File: config.mk
export PLATFORM = sky130hd
export DESIGN_NAME = core_run_sequencer
export DESIGN_NICKNAME = d
export VERILOG_FILES = /design/src/rtl/core_run_sequencer.sv
export SDC_FILE = /design/constraint.sdc
export NUM_CORES = 1
export LEC_CHECK = 0
export CORE_MARGIN = 3
export CORE_UTILIZATION = 45
export CTS_CLUSTER_DIAMETER = 50
export DETAILED_ROUTE_END_ITERATION = 8
export PLACE_DENSITY = 0.78
export RECOVER_POWER = 50
export SYNTH_ARGS = -nofsm -noshare
export SYNTH_HDL_FRONTEND = slang
export SYNTH_SLANG_ARGS = --single-unit
export TNS_END_PERCENT = 20
File: constraint.sdc
create_clock -name clk -period 2.8 [get_ports clk]
set_clock_uncertainty 0.05 [all_clocks]
set_input_delay 0.28 -clock clk [delete_from_list [all_inputs] [get_ports clk]]
set_output_delay 0.28 -clock clk [all_outputs]
set_load 0.1 [all_outputs]
File: src/rtl/core_run_sequencer.sv
// core_run_sequencer: host-side launch/collect controller for the 8-bit core.
// It holds the core in reset while idle. On `start` it pulses the core reset
// and then `core_req`. It counts RUN cycles until `core_done` or a timeout.
// It then sweeps a data-memory window through an asynchronous read port and
// reports an 8-bit modular checksum together with the cycle count.
//
// Ports:
//   clk          - single clock, rising edge
//   reset        - asynchronous, active-low
//   start        - host launch request, sampled only in IDLE
//   busy         - high in every state except IDLE
//   core_reset   - active-high reset to the core
//   core_req     - one-cycle run request to the core
//   core_done    - core completion, sampled only in RUN
//   mem_rd_addr  - data-memory read address (combinational)
//   mem_rd_data  - read data for mem_rd_addr, same cycle
//   result_valid - one-cycle strobe while in REPORT
//   checksum     - sum mod 256 of the swept bytes
//   cycles       - RUN cycles counted
//   timed_out    - run aborted without core_done
module core_run_sequencer #(
  parameter int unsigned RST_CYC   = 2,
  parameter int unsigned TIMEOUT   = 4096,
  parameter logic [7:0]  DUMP_BASE = 8'h00,
  parameter int unsigned DUMP_LEN  = 64
) (
  input  logic        clk,
  input  logic        reset,
  input  logic        start,
  output logic        busy,
  output logic        core_reset,
  output logic        core_req,
  input  logic        core_done,
  output logic [7:0]  mem_rd_addr,
  input  logic [7:0]  mem_rd_data,
  output logic        result_valid,
  output logic [7:0]  checksum,
  output logic [15:0] cycles,
  output logic        timed_out
);

  typedef enum logic [2:0] {
    IDLE,
    RESET_CORE,
    REQ,
    RUN,
    DUMP,
    REPORT
  } state_t;

  localparam logic [15:0] RST_LAST  = 16'(RST_CYC - 1);
  localparam logic [15:0] TIMEOUT_V = 16'(TIMEOUT);
  localparam logic [7:0]  DUMP_LAST = 8'(DUMP_LEN - 1);

  state_t      state, state_d;
  logic [15:0] rst_cnt, rst_cnt_d;
  logic [7:0]  idx, idx_d;
  logic [15:0] cycles_inc;
  logic        rst_last, dump_last, timeout_hit;

  logic        busy_d, core_reset_d, core_req_d, result_valid_d, timed_out_d;
  logic [7:0]  checksum_d;
  logic [15:0] cycles_d;

  assign cycles_inc  = cycles + 16'd1;
  assign rst_last    = (rst_cnt == RST_LAST);
  assign dump_last   = (idx == DUMP_LAST);
  assign timeout_hit = (cycles_inc == TIMEOUT_V);

  // Address wraps naturally at 8 bits; parked on the base outside DUMP.
  assign mem_rd_addr = (state == DUMP) ? 8'(DUMP_BASE + idx) : DUMP_BASE;

  // State register
  always_ff @(posedge clk or negedge reset) begin
    if (!reset) begin
      state <= IDLE;
    end else begin
      state <= state_d;
    end
  end

  // Next-state logic; a done in the timeout cycle still wins.
  always_comb begin
    state_d = state;
    case (state)
      IDLE:       if (start)     state_d = RESET_CORE;
      RESET_CORE: if (rst_last)  state_d = REQ;
      REQ:                       state_d = RUN;
      RUN: begin
        if (core_done)        state_d = DUMP;
        else if (timeout_hit) state_d = REPORT;
      end
      DUMP:       if (dump_last) state_d = REPORT;
      REPORT:                    state_d = IDLE;
      default:                   state_d = IDLE;
    endcase
  end

  // Output logic. Control outputs are decoded from the next state and then
  // registered, so each registered output lines up with the state it belongs to.
  always_comb begin
    busy_d         = (state_d != IDLE);
    core_reset_d   = !(state_d inside {REQ, RUN});
    core_req_d     = (state_d == REQ);
    result_valid_d = (state_d == REPORT);
    checksum_d     = checksum;
    cycles_d       = cycles;
    timed_out_d    = timed_out;
    idx_d          = idx;
    rst_cnt_d      = rst_cnt;
    case (state)
      IDLE: begin
        // Results are cleared on entry, so they read 0 throughout RESET_CORE.
        if (start) begin
          checksum_d  = '0;
          cycles_d    = '0;
          timed_out_d = 1'b0;
          idx_d       = '0;
          rst_cnt_d   = '0;
        end
      end
      RESET_CORE: rst_cnt_d = rst_cnt + 16'd1;
      RUN: begin
        cycles_d = cycles_inc;
        if (!core_done && timeout_hit) timed_out_d = 1'b1;
      end
      DUMP: begin
        checksum_d = checksum + mem_rd_data;
        idx_d      = idx + 8'd1;
      end
      default: ;
    endcase
  end

  always_ff @(posedge clk or negedge reset) begin
    if (!reset) begin
      busy         <= 1'b0;
      core_reset   <= 1'b1;
      core_req     <= 1'b0;
      result_valid <= 1'b0;
      checksum     <= '0;
      cycles       <= '0;
      timed_out    <= 1'b0;
      idx          <= '0;
      rst_cnt      <= '0;
    end else begin
      busy         <= busy_d;
      core_reset   <= core_reset_d;
      core_req     <= core_req_d;
      result_valid <= result_valid_d;
      checksum     <= checksum_d;
      cycles       <= cycles_d;
      timed_out    <= timed_out_d;
      idx          <= idx_d;
      rst_cnt      <= rst_cnt_d;
    end
  end

endmodule

* Word level (Yosys, flattened, before mapping) *
Cells that the tools add are included.

operators by class
  order comparisons = 0
  multipliers = 0
  div/mod/pow operators = 0
  add/subtract/negate cells = 4
  multiplexer cells = 16
  shifts and indexed selects = 0
  reduce and logical (&&, ||, !) cells = 13
  bitwise operators = 0
  equal/unequal tests = 12

operators by type and width
  cell                     number
  $pmux W16 S2             2
  $add A16 B1 Y16 const B  2
  $pmux W8 S2              2
  $eq A16 B1 Y1 const B    1
  $eq A16 B13 Y1 const B   1
  $mux W16                 1
  $mux W8                  2
  $mux W3                  5
  $pmux W3 S5              1
  $eq A3 B2 Y1 const B     4
  $add A8 B1 Y8 const B    1
  $add A8 B8 Y8            1
  $eq A8 B6 Y1 const B     1
  $reduce_bool A2 Y1       4
  $eq A3 B3 Y1 const B     2
  $reduce_and A2 Y1        3
  $ne A2 B2 Y1 const B     2
  $eq A3 B1 Y1 const B     1
  $logic_not A3 Y1         1
  $reduce_and A3 Y1        1
  $reduce_bool A3 Y1       1
  $logic_not A1 Y1         2
  $mux W1                  2
  $pmux W1 S2              1
  $logic_and A1 B1 Y1      1

storage, ports and cells
  bits in writable memories = 0
  memory bits (read-only) = 0
  memories = 0
  word-level logic and storage cells = 55
  input port bits = 12
  output and inout bits = 37
  register bits = 56
  bits in latches = 0

* Logic depth before layout (Yosys ltp) *
Gate-level depths: netlist (run 1).

  word-level depth = 8
  mapped depth = 9
  depth with buffers taken out = 8

* Least setup slack after synthesis (run 1) *
Ideal clock, no wire load.

  kind = flip-flop to flip-flop
  start point = register cycles[0]
  end point = register core_reset
  data required time = 2.668 ns
  path buffers = 0
  slack = 0.123 ns
  period minus slack after synthesis = 2.677 ns
  setup time = 0.082 ns
  stages on the path, launching flop included = 8
  arrival time = 2.546 ns
  cells stage by stage = dfrtp_1 ha_1 nand4_1 nor4_2 xnor2_1 and4bb_1 and3_1 o31a_1

on the way
  word-level cells in the longest chain between the ends = 8
  elaborated cells on any way between the ends = 9
  those cells by class = add/sub (1); eq/ne (3); mux (3); reduce/logical (2)

ends and longest elaborated chain
  what                    RTL line  text
  start, declared         38        output logic [15:0] cycles,
  start signal, assigned  152       cycles <= cycles_d;
  $add A16 B1 Y16 (*)     65        assign cycles_inc = cycles + 16'd1;
  $eq A16 B13 Y1 (*)      68        assign timeout_hit = (cycles_inc == TIMEOUT_V);
  $mux W3 (*)             91        else if (timeout_hit) state_d = REPORT;
  $mux W3 (*)             90        if (core_done) state_d = DUMP;
  $pmux W3 S5 (*)         85        case (state)
  $eq A3 B2 Y1            103       core_reset_d = !(state_d inside {REQ, RUN});
  $reduce_bool A2 Y1 (*)  103
  $logic_not A1 Y1 (*)    103
  net core_reset_d        61        logic busy_d, core_reset_d, core_req_d, result_valid_d, timed_out_d;
  end signal, assigned    148       core_reset <= core_reset_d;
  end, declared           31        output logic core_reset,

Mark *: on every way through the listed nets, which the timed path passes. The rest lies on a longest branch.
A chain may end at the register's enable or synchronous reset.

* Worst setup path in the final report (run 1) *
Ends and elaborated chain as after synthesis.

==> impl_results.html, run 1 <==
<table>
<tr><th>Metric</th><th>Value</th></tr>
<tr><th colspan="2">Critical path</th></tr>
<tr><td>Cell chain of the critical path</td><td>ha_1, nand4_1, nor4_2, xnor2_1, and4bb_1, and3_1, o31a_1</td></tr>
<tr><td>Type of the worst setup path</td><td>register to register</td></tr>
<tr><td>Kind of launch point of the worst setup path</td><td>register</td></tr>
<tr><td>Reg-to-reg startpoint</td><td>cycles[0]</td></tr>
<tr><td>Slowest-stage cell, CP</td><td>sky130_fd_sc_hd__dfrtp_1</td></tr>
<tr><td>Type of element capturing the critical path</td><td>register</td></tr>
<tr><td>Worst setup path endpoint</td><td>core_reset</td></tr>
<tr><td>Maximum cell stage delay along the critical path</td><td>0.45 ns</td></tr>
<tr><td>Reg2reg end</td><td>core_reset</td></tr>
<tr><td>Reg2Reg Depth</td><td>7</td></tr>
<tr><td>Worst-path maximum fanout</td><td>7</td></tr>
<tr><td>Origin of the worst setup path</td><td>cycles[0]</td></tr>
<tr><td>Critical path required time</td><td>between 2 and 3 ns</td></tr>
<tr><td>Register-to-register path setup slack</td><td>0.58 ns</td></tr>
<tr><td>Data arrival at the endpoint of the critical path</td><td>2.40 ns</td></tr>
<tr><th colspan="2">Die</th></tr>
<tr><td>Y dimension of the die</td><td>approximately 90 microns</td></tr>
<tr><td>Row cnt</td><td>30</td></tr>
<tr><td>Area enclosed by the die boundary</td><td>between 8000 and 9000 sq um</td></tr>
<tr><td>Core ar.</td><td>6830 sq um</td></tr>
<tr><td>Die width</td><td>around 90 microns</td></tr>
<tr><td>Starting Density</td><td>0.466</td></tr>
<tr><td>Top-level port count</td><td>49</td></tr>
<tr><th colspan="2">Layout</th></tr>
<tr><td>Non-filler cells in the finished layout</td><td>500</td></tr>
<tr><td>Proportion of layout cells with a drive suffix above 1</td><td>0.0990</td></tr>
<tr><td>Most common library cell in the layout ignoring fill and taps</td><td>sky130_fd_sc_hd__o21ai_0</td></tr>
<tr><td>Antenna diodes</td><td>0</td></tr>
<tr><td>Total Nets Final</td><td>427</td></tr>
<tr><td>Commonest cells after routing, fill and taps aside</td><td>58 x sky130_fd_sc_hd__o21ai_0, 55 x sky130_fd_sc_hd__dfrtp_1, 44 x sky130_fd_sc_hd__nand2_1, 28 x sky130_fd_sc_hd__nor2_1</td></tr>
<tr><td>Area Growth Syn to Fin</td><td>14.9%</td></tr>
<tr><th colspan="2">Power</th></tr>
<tr><td>Peak ir drop on the vdd network</td><td>slightly below 0.7 mV</td></tr>
<tr><td>Leakage power figure</td><td>1.64 nW</td></tr>
<tr><td>P_int</td><td>0.00179 W</td></tr>
<tr><td>Clock share of power</td><td>0.114</td></tr>
<tr><td>Sequential fraction of design power</td><td>0.364</td></tr>
<tr><td>Power share of the combinational group</td><td>0.522</td></tr>
<tr><td>Power per cell area</td><td>1080 nW/um^2</td></tr>
<tr><td>Psw</td><td>about 0.0022 W</td></tr>
<tr><td>Switching power as a share of total power</td><td>0.546</td></tr>
<tr><th colspan="2">Timing</th></tr>
<tr><td>Final Setup Violations</td><td>0</td></tr>
<tr><td>Fmax achieved</td><td>0.450 GHz</td></tr>
<tr><td>Unrepaired setup endpoints after global routing</td><td>no</td></tr>
<tr><td>Setup Total Neg Slack</td><td>0 ns</td></tr>
<tr><td>Pins Over Slew Limit</td><td>0</td></tr>
<tr><td>Period utilization</td><td>0.793</td></tr>
<tr><td>Tmin final</td><td>2.22 ns</td></tr>
<tr><td>Endpoints failing hold</td><td>0</td></tr>
<tr><td>Actual slew at the worst max-slew pin</td><td>1.35 ns</td></tr>
<tr><td>Worst slew slack as a fraction of its limit</td><td>0.0968</td></tr>
<tr><th colspan="2">GRT</th></tr>
<tr><td>Total congestion overflow</td><td>0</td></tr>
<tr><td>Largest net degree at the start of global routing</td><td>57</td></tr>
<tr><td>Number of global-route vias before repair</td><td>2519</td></tr>
<tr><td>Number of antenna violations at the first check in global routing</td><td>0</td></tr>
<tr><td>GRT Resource Usage Total</td><td>0.178</td></tr>
<tr><td>Wire length of the first global-routing pass</td><td>between 10000 and 15000 microns</td></tr>
<tr><th colspan="2">CTS</th></tr>
<tr><td>Insertion delay of the later-clocked pin in the worst-skew pair</td><td>0.31 ns</td></tr>
<tr><td>Hold buffer count at cts</td><td>0</td></tr>
<tr><td>CTS root buffer</td><td>sky130_fd_sc_hd__clkbuf_8</td></tr>
<tr><td>TritonCTS clock tree</td><td>yes</td></tr>
<tr><td>Clock transition at the register clock pins on the worst setup and hold paths after CTS</td><td>0.09 ns</td></tr>
<tr><td>Max Buffers Root-to-Sink</td><td>2</td></tr>
<tr><td>Setup Fix Bufs, Post-CTS</td><td>0</td></tr>
<tr><td>H-tree depth</td><td>2</td></tr>
<tr><td>Resize count post-CTS</td><td>0</td></tr>
<tr><td>TritonCTS Sinks</td><td>56</td></tr>
<tr><td>CTS buffer count</td><td>5</td></tr>
<tr><th colspan="2">Flow run</th></tr>
<tr><td>Max cap viols</td><td>0</td></tr>
<tr><th colspan="2">Logic synthesis</th></tr>
<tr><td>Instance count of the mapped netlist</td><td>361</td></tr>
<tr><td>Number of synthesized flops with an enable pin</td><td>0</td></tr>
<tr><td>Mean instance size in the synthesized netlist</td><td>8.81 sq um</td></tr>
<tr><td>Share of flip-flops with an asynchronous set or reset</td><td>1.00</td></tr>
<tr><td>Count of cell types in the netlist</td><td>50</td></tr>
<tr><td>Synthesis Warnings</td><td>0</td></tr>
<tr><td>Register area share after synthesis</td><td>0.441</td></tr>
<tr><td>Netlist Area Pre-Place</td><td>roughly 3200 sq um</td></tr>
<tr><td>Seq cells post-synth</td><td>56</td></tr>
<tr><td>Number of nets in the synthesized netlist</td><td>385</td></tr>
<tr><td>Dominant register cell in the synthesized netlist</td><td>sky130_fd_sc_hd__dfrtp_1</td></tr>
<tr><th colspan="2">Place</th></tr>
<tr><td>Quantity of I/O buffers inserted on ports</td><td>48</td></tr>
<tr><td>Post-placement cell count</td><td>roughly 500</td></tr>
<tr><td>Final weighted congestion in routability-driven placement</td><td>0.835</td></tr>
<tr><td>DPL Wire Length</td><td>5120 microns</td></tr>
<tr><th colspan="2">Routing</th></tr>
<tr><td>Detailed-route wire length per cell</td><td>approximately 14 microns</td></tr>
<tr><td>Initial DRC Count</td><td>206</td></tr>
<tr><td>Max layer used</td><td>met4</td></tr>
<tr><td>Detailed-route DRC error count</td><td>0</td></tr>
<tr><td>DRT Pass-1 Iters</td><td>5</td></tr>
<tr><td>Post-detailed-route count of antenna-violating nets</td><td>0</td></tr>
<tr><td>Via Count</td><td>2785</td></tr>
<tr><td>Detailed-routed wire length on met3</td><td>between 200 and 300 microns</td></tr>
<tr><td>Total wire length after detailed routing</td><td>7000 microns</td></tr>
<tr><td>Detailed-routed wire length on met2</td><td>3400 microns</td></tr>
<tr><td>Wire length on met1</td><td>3260 microns</td></tr>
<tr><td>Ratio of routed vias to standard cells</td><td>between 5 and 6</td></tr>
<tr><th colspan="2">Min path</th></tr>
<tr><td>Hold Path Class</td><td>primary input to async pin</td></tr>
<tr><th colspan="2">Status</th></tr>
<tr><td>Result of the run</td><td>completed</td></tr>
</table>
sequential cells by signal (all words and copies together), names as in the netlist:
register / flops
busy: 1
checksum: 8
cycles: 16
timed_out: 1
idx: 8
core_req: 1
state: 3
rst_cnt: 16
result_valid: 1
core_reset: 1
cell type report:
type	instances	area (sq um)
repair buffers	54	358
fillers	658	3170
clock buffers	8	90.1
well taps	96	120
flip-flops and latches	56	1400
inverters	5	18.8
multi-input cells	281	1670
how the worst min path moves through the flow:
stage	start	end	slack, ns	cells past startpoint
after detailed placement	reset	rst_cnt[0]	0.41	2
after global routing	reset	cycles[12]	0.43	2
after floorplan	reset	busy	-0.07	0
final	reset	rst_cnt[8]	0.31	2
after global placement	reset	rst_cnt[0]	0.41	2
after CTS	reset	cycles[10]	0.08	2
metrics by stage:
stage / total power (W) / cell area, sq um / hold WS [ns] / util / setup slack, ns
final: 0.00395 / 3660 / 0.311 / 0.535 / 0.579
after global routing: 0.00421 / 3660 / 0.428 / 0.535 / 0.343
after CTS: 0.00405 / 3730 / 0.0774 / 0.546 / 0.578
after detailed placement: 0.00359 / 3640 / 0.413 / 0.532 / 0.325
after global placement: 0.00353 / 3640 / 0.408 / 0.532 / 0.385
after floorplan: 0.00310 / 3180 / -0.0656 / - / 0.123
kinds of logic after synthesis:
kind of cell / Yosys count / share of synthesized area
AO/OA/AOI/OAI: 94 / 0.174
buffers and inverters: 24 / 0.0350
multiplexers: 2 / 0.00629
adder cells (fa/ha/maj): 12 / 0.0495
AND/OR/NAND/NOR: 160 / 0.258
XOR/XNOR: 13 / 0.0358
flip-flops: 56 / 0.441
power groups by stage:
stage	Combinational (W)	Clock, W	Sequential, W
after floorplan	0.000834	0	0.00226
after global placement	0.00209	0	0.00144
after detailed placement	0.00214	0	0.00145
after CTS	0.00214	0.000463	0.00144
after global routing	0.00222	0.000494	0.00150
final	0.00206	0.000448	0.00144
metal layers:
metal / vias to the layer above / global-route usage
li1: 1399 / -
met1: 1327 / 0.243
met2: 53 / 0.299
met3: 6 / 0.0285
met4: 0 / 0.0408
met5: - / 0
Yosys cell counts, types with 2 or more instances:
cell / number / area (sq um)
sky130_fd_sc_hd__nor4_1: 3 / 18.8
sky130_fd_sc_hd__nor3_1: 6 / 30.0
sky130_fd_sc_hd__o21bai_1: 2 / 15.0
sky130_fd_sc_hd__a31oi_1: 6 / 37.5
sky130_fd_sc_hd__clkbuf_1: 12 / 45.0
sky130_fd_sc_hd__a22o_1: 6 / 52.6
sky130_fd_sc_hd__xnor2_1: 9 / 78.8
sky130_fd_sc_hd__nand2_1: 44 / 165
sky130_fd_sc_hd__a21oi_1: 5 / 25.0
sky130_fd_sc_hd__o21ai_0: 58 / 290
sky130_fd_sc_hd__and2_1: 4 / 25.0
sky130_fd_sc_hd__a21o_1: 2 / 15.0
sky130_fd_sc_hd__nand3_1: 24 / 120
sky130_fd_sc_hd__xor2_1: 4 / 35.0
sky130_fd_sc_hd__nor3b_1: 2 / 15.0
sky130_fd_sc_hd__buf_2: 5 / 25.0
sky130_fd_sc_hd__dfrtp_1: 55 / 1380
sky130_fd_sc_hd__nand4_1: 12 / 75.1
sky130_fd_sc_hd__buf_6: 2 / 22.5
sky130_fd_sc_hd__and3_1: 18 / 113
sky130_fd_sc_hd__o31ai_1: 4 / 30.0
sky130_fd_sc_hd__nor4b_1: 2 / 17.5
sky130_fd_sc_hd__mux2i_1: 2 / 20.0
sky130_fd_sc_hd__ha_1: 11 / 138
sky130_fd_sc_hd__inv_1: 5 / 18.8
sky130_fd_sc_hd__or2_2: 2 / 12.5
sky130_fd_sc_hd__o211ai_1: 3 / 22.5
sky130_fd_sc_hd__or3_1: 3 / 18.8
sky130_fd_sc_hd__a211oi_1: 2 / 15.0
sky130_fd_sc_hd__nor2_1: 28 / 105
critical path: cells and delay by family (launching register included):
kind | cells | cell delay, ns
DFF | 1 | 0.45
adders and majority gates | 1 | 0.27
and+or+nand+nor | 4 | 0.93
xor gates and xnor gates | 1 | 0.18
AOI/OAI and AO/OA | 1 | 0.27
No activity file was read; power rests on OpenSTA's default activity.
==> run 2: changes to the inputs <==
PLACE_DENSITY = 0.8   (was 0.78)
clock period = 1.8 ns   (was 2.8 ns; I/O delays follow)
==> run 2 against run 1 <==
  * The flow now finishes with violations (negative setup slack)
  * Setup slack worse by 0.84 ns
  * Combinational power up 130%
  * Final area up 32%
  * Utilization up 17 points
  * Flip-flop and latch count unchanged
  * Non-clock buffer count up 68
  * Via count up 14%
  * Critical path type unchanged
==> impl_results.html, run 2 (synthesis gave the netlist of run 1 again) <==
<table>
<tr><th>Metric</th><th>Value</th></tr>
<tr><th colspan="2">Layout</th></tr>
<tr><td>Final design area excluding fillers</td><td>4830 sq um (+32%)</td></tr>
<tr><td>Largest registers</td><td>cycles (16), rst_cnt (16)</td></tr>
<tr><td>Commonest cells after routing, fill and taps aside</td><td>76 x sky130_fd_sc_hd__buf_4, 55 x sky130_fd_sc_hd__o21ai_0, 44 x sky130_fd_sc_hd__nand2_1, 33 x sky130_fd_sc_hd__dfrtp_1, 29 x sky130_fd_sc_hd__buf_12</td></tr>
<tr><td>Total Nets Final</td><td>495 (+16%)</td></tr>
<tr><td>Antenna diodes</td><td>0 (unchanged)</td></tr>
<tr><td>Proportion of layout cells with a drive suffix above 1</td><td>0.356 (+0.257)</td></tr>
<tr><td>Fill cell instance count of the final layout</td><td>503 (-24%)</td></tr>
<tr><td>Area Growth Syn to Fin</td><td>51.7%</td></tr>
<tr><td>Most common library cell in the layout ignoring fill and taps</td><td>sky130_fd_sc_hd__buf_4</td></tr>
<tr><th colspan="2">Timing</th></tr>
<tr><td>Final-layout worst hold slack</td><td>0.460 ns (+0.149 ns)</td></tr>
<tr><td>Actual slew at the worst max-slew pin</td><td>1.24 ns (-0.111 ns)</td></tr>
<tr><td>Fmax achieved</td><td>0.485 GHz (+7.8%)</td></tr>
<tr><td>Final Setup Violations</td><td>7 (+7)</td></tr>
<tr><td>Worst slew slack as a fraction of its limit</td><td>0.171 (+0.0738)</td></tr>
<tr><td>Crit path setup slack, layout</td><td>-0.261 ns (-0.839 ns)</td></tr>
<tr><td>Endpoints failing hold</td><td>0 (unchanged)</td></tr>
<tr><td>Tmin final</td><td>2.06 ns (-0.161 ns)</td></tr>
<tr><td>Unrepaired setup endpoints after global routing</td><td>yes</td></tr>
<tr><td>Pins Over Slew Limit</td><td>0 (unchanged)</td></tr>
<tr><td>Period utilization</td><td>1.14 (+0.352)</td></tr>
<tr><td>Setup Total Neg Slack</td><td>-1.48 ns (-1.48 ns)</td></tr>
<tr><th colspan="2">Place</th></tr>
<tr><td>Quantity of I/O buffers inserted on ports</td><td>48 (unchanged)</td></tr>
<tr><td>Final weighted congestion in routability-driven placement</td><td>0.857 (+2.6%)</td></tr>
<tr><td>DPL Wire Length</td><td>6000 microns (+17%)</td></tr>
<tr><td>Cell Area, Placed</td><td>4610 sq um (+27%)</td></tr>
<tr><th colspan="2">CTS</th></tr>
<tr><td>Clock transition at the register clock pins on the worst setup and hold paths after CTS</td><td>0.10 ns (about the same)</td></tr>
<tr><td>Insertion delay of the later-clocked pin in the worst-skew pair</td><td>0.30 ns (about the same)</td></tr>
<tr><td>H-tree depth</td><td>2 (unchanged)</td></tr>
<tr><td>CTS buffer count</td><td>5 (unchanged)</td></tr>
<tr><td>Max Buffers Root-to-Sink</td><td>2 (unchanged)</td></tr>
<tr><td>TritonCTS clock tree</td><td>yes</td></tr>
<tr><td>CTS root buffer</td><td>sky130_fd_sc_hd__clkbuf_8</td></tr>
<tr><td>TritonCTS Sinks</td><td>56 (unchanged)</td></tr>
<tr><th colspan="2">Critical path</th></tr>
<tr><td>Register-to-register path setup slack</td><td>-0.26 ns (-0.84 ns)</td></tr>
<tr><td>WP buf/inv</td><td>1 (+1)</td></tr>
<tr><td>Maximum cell stage delay along the critical path</td><td>0.46 ns (about the same)</td></tr>
<tr><td>Worst-path maximum fanout</td><td>4 (-3)</td></tr>
<tr><td>Kind of launch point of the worst setup path</td><td>register</td></tr>
<tr><td>Slowest-stage cell, CP</td><td>sky130_fd_sc_hd__dfrtp_4</td></tr>
<tr><td>Critical path required time</td><td>1.99 ns (-0.99 ns)</td></tr>
<tr><td>Data arrival at the endpoint of the critical path</td><td>2.25 ns (-0.15 ns)</td></tr>
<tr><td>CP top delay family</td><td>simple AND/OR/NAND/NOR gates</td></tr>
<tr><td>Type of element capturing the critical path</td><td>register</td></tr>
<tr><td>Cell chain of the critical path</td><td>ha_4, nand4_1, buf_4, nor4_4, xnor2_1, and4bb_1, and3_1, o31a_1</td></tr>
<tr><td>Type of the worst setup path</td><td>register to register</td></tr>
<tr><th colspan="2">Die</th></tr>
<tr><td>Y dimension of the die</td><td>90.1 microns (unchanged)</td></tr>
<tr><td>Starting Density</td><td>0.466 (unchanged)</td></tr>
<tr><td>Core ar.</td><td>6830 sq um (unchanged)</td></tr>
<tr><td>Top-level port count</td><td>49 (unchanged)</td></tr>
<tr><td>Row cnt</td><td>30 (unchanged)</td></tr>
<tr><td>Die width</td><td>90.1 microns (unchanged)</td></tr>
<tr><td>Area enclosed by the die boundary</td><td>8120 sq um (unchanged)</td></tr>
<tr><th colspan="2">Flow run</th></tr>
<tr><td>Max cap viols</td><td>0 (unchanged)</td></tr>
<tr><th colspan="2">Routing</th></tr>
<tr><td>DRT Pass-1 Iters</td><td>4 (-1)</td></tr>
<tr><td>Detailed-route wire length per cell</td><td>14.9 microns (+6.4%)</td></tr>
<tr><td>Via Count</td><td>3182 (+14%)</td></tr>
<tr><td>Detailed-route DRC error count</td><td>0 (unchanged)</td></tr>
<tr><td>Ratio of routed vias to standard cells</td><td>5.60 (+0.58%)</td></tr>
<tr><td>Total wire length after detailed routing</td><td>8460 microns (+21%)</td></tr>
<tr><td>Initial DRC Count</td><td>221 (+7.3%)</td></tr>
<tr><td>Post-detailed-route count of antenna-violating nets</td><td>0 (unchanged)</td></tr>
<tr><th colspan="2">Min path</th></tr>
<tr><td>Hold Path Class</td><td>register to register</td></tr>
<tr><th colspan="2">Status</th></tr>
<tr><td>Violated checks</td><td>negative setup slack</td></tr>
<tr><td>Result of the run</td><td>finished, violations left</td></tr>
<tr><th colspan="2">GRT</th></tr>
<tr><td>Total congestion overflow</td><td>0 (unchanged)</td></tr>
<tr><td>Largest net degree at the start of global routing</td><td>57 (unchanged)</td></tr>
<tr><td>Number of global-route vias before repair</td><td>3174 (+26%)</td></tr>
<tr><td>GRT Resource Usage Total</td><td>0.214 (+0.0360)</td></tr>
<tr><td>Number of antenna violations at the first check in global routing</td><td>0 (unchanged)</td></tr>
<tr><td>Wire length of the first global-routing pass</td><td>14700 microns (+21%)</td></tr>
<tr><th colspan="2">Power</th></tr>
<tr><td>Tot Pwr</td><td>0.00768 W (+94%)</td></tr>
<tr><td>Power per cell area</td><td>1590 nW/um^2 (+47%)</td></tr>
<tr><td>Peak ir drop on the vdd network</td><td>1.39 mV (+110%)</td></tr>
<tr><td>Leakage power figure</td><td>2.13 nW (+30%)</td></tr>
</table>
## run 2: changes by cell type in the layout (fill, tap and decap cells not counted), moves of 3 or more
cell and delta:
sky130_fd_sc_hd__o21ai_0 -3, sky130_fd_sc_hd__o21ai_1 +3, sky130_fd_sc_hd__dfrtp_4 +11, sky130_fd_sc_hd__dfrtp_2 +11, sky130_fd_sc_hd__ha_1 -5, sky130_fd_sc_hd__nor2_1 -3
sky130_fd_sc_hd__buf_12 +29, sky130_fd_sc_hd__dfrtp_1 -22, sky130_fd_sc_hd__buf_4 +52, sky130_fd_sc_hd__clkbuf_1 -19, sky130_fd_sc_hd__ha_4 +5
## run 2: layer usage
metal	global-route usage	share of wire
met1	0.274	0.43
met3	0.0335	0.041
met4	0.0676	0.013
met5	0	0
met2	0.371	0.51
## run 2: metrics by stage
stage | std cells | setup WS, ns | utilization
2_1_floorplan | 361 | -0.322 | -
3_3_place_gp | 552 | -0.362 | 0.674
3_5_place_dp | 552 | -0.377 | 0.674
4_1_cts | 564 | -0.227 | 0.699
5_1_grt | 568 | -0.424 | 0.706
6_report | 568 | -0.261 | 0.706
## run 2: timing repair
item | in CTS | in global routing
endpoints found under the hold margin | 55 | 0
setup buffers | 3 | 4
pin swaps | 7 | 7
resized for setup | 5 | 13
endpoints found under the setup margin | 10 | 36
hold buffers | 1 | 0
## run 2: path summary, 6_finish.rpt
check                                  from      endpoint  depth (start not counted)
worst max-delay path              cycles[1]    core_reset                          8
worst min-delay path            rst_cnt[10]   rst_cnt[10]                          1
worst max register to register    cycles[1]    core_reset                          8
worst min register to register  rst_cnt[10]   rst_cnt[10]                          1
max in group asynchronous             reset   checksum[0]                          3
min in group asynchronous             reset  result_valid                          3
## run 2: final cells by class
cell class	count	area, sq um	share of cell area
flip-flops and latches	56	1460	0.302
well taps	96	120	0.0249
repair buffers	122	1300	0.269
clock inverters	2	35.0	0.00726
inverters	5	18.8	0.00389
clock buffers	6	72.6	0.0150
multi-input cells	281	1820	0.378
## run 2: report_power, final
group	leakage (nW)	switching, W	internal (W)
combinational	1.38	0.00284	0.00181
sequential	0.700	0.000469	0.00174
clock	0.0552	0.000401	0.000414
total	2.13	0.00371	0.00397
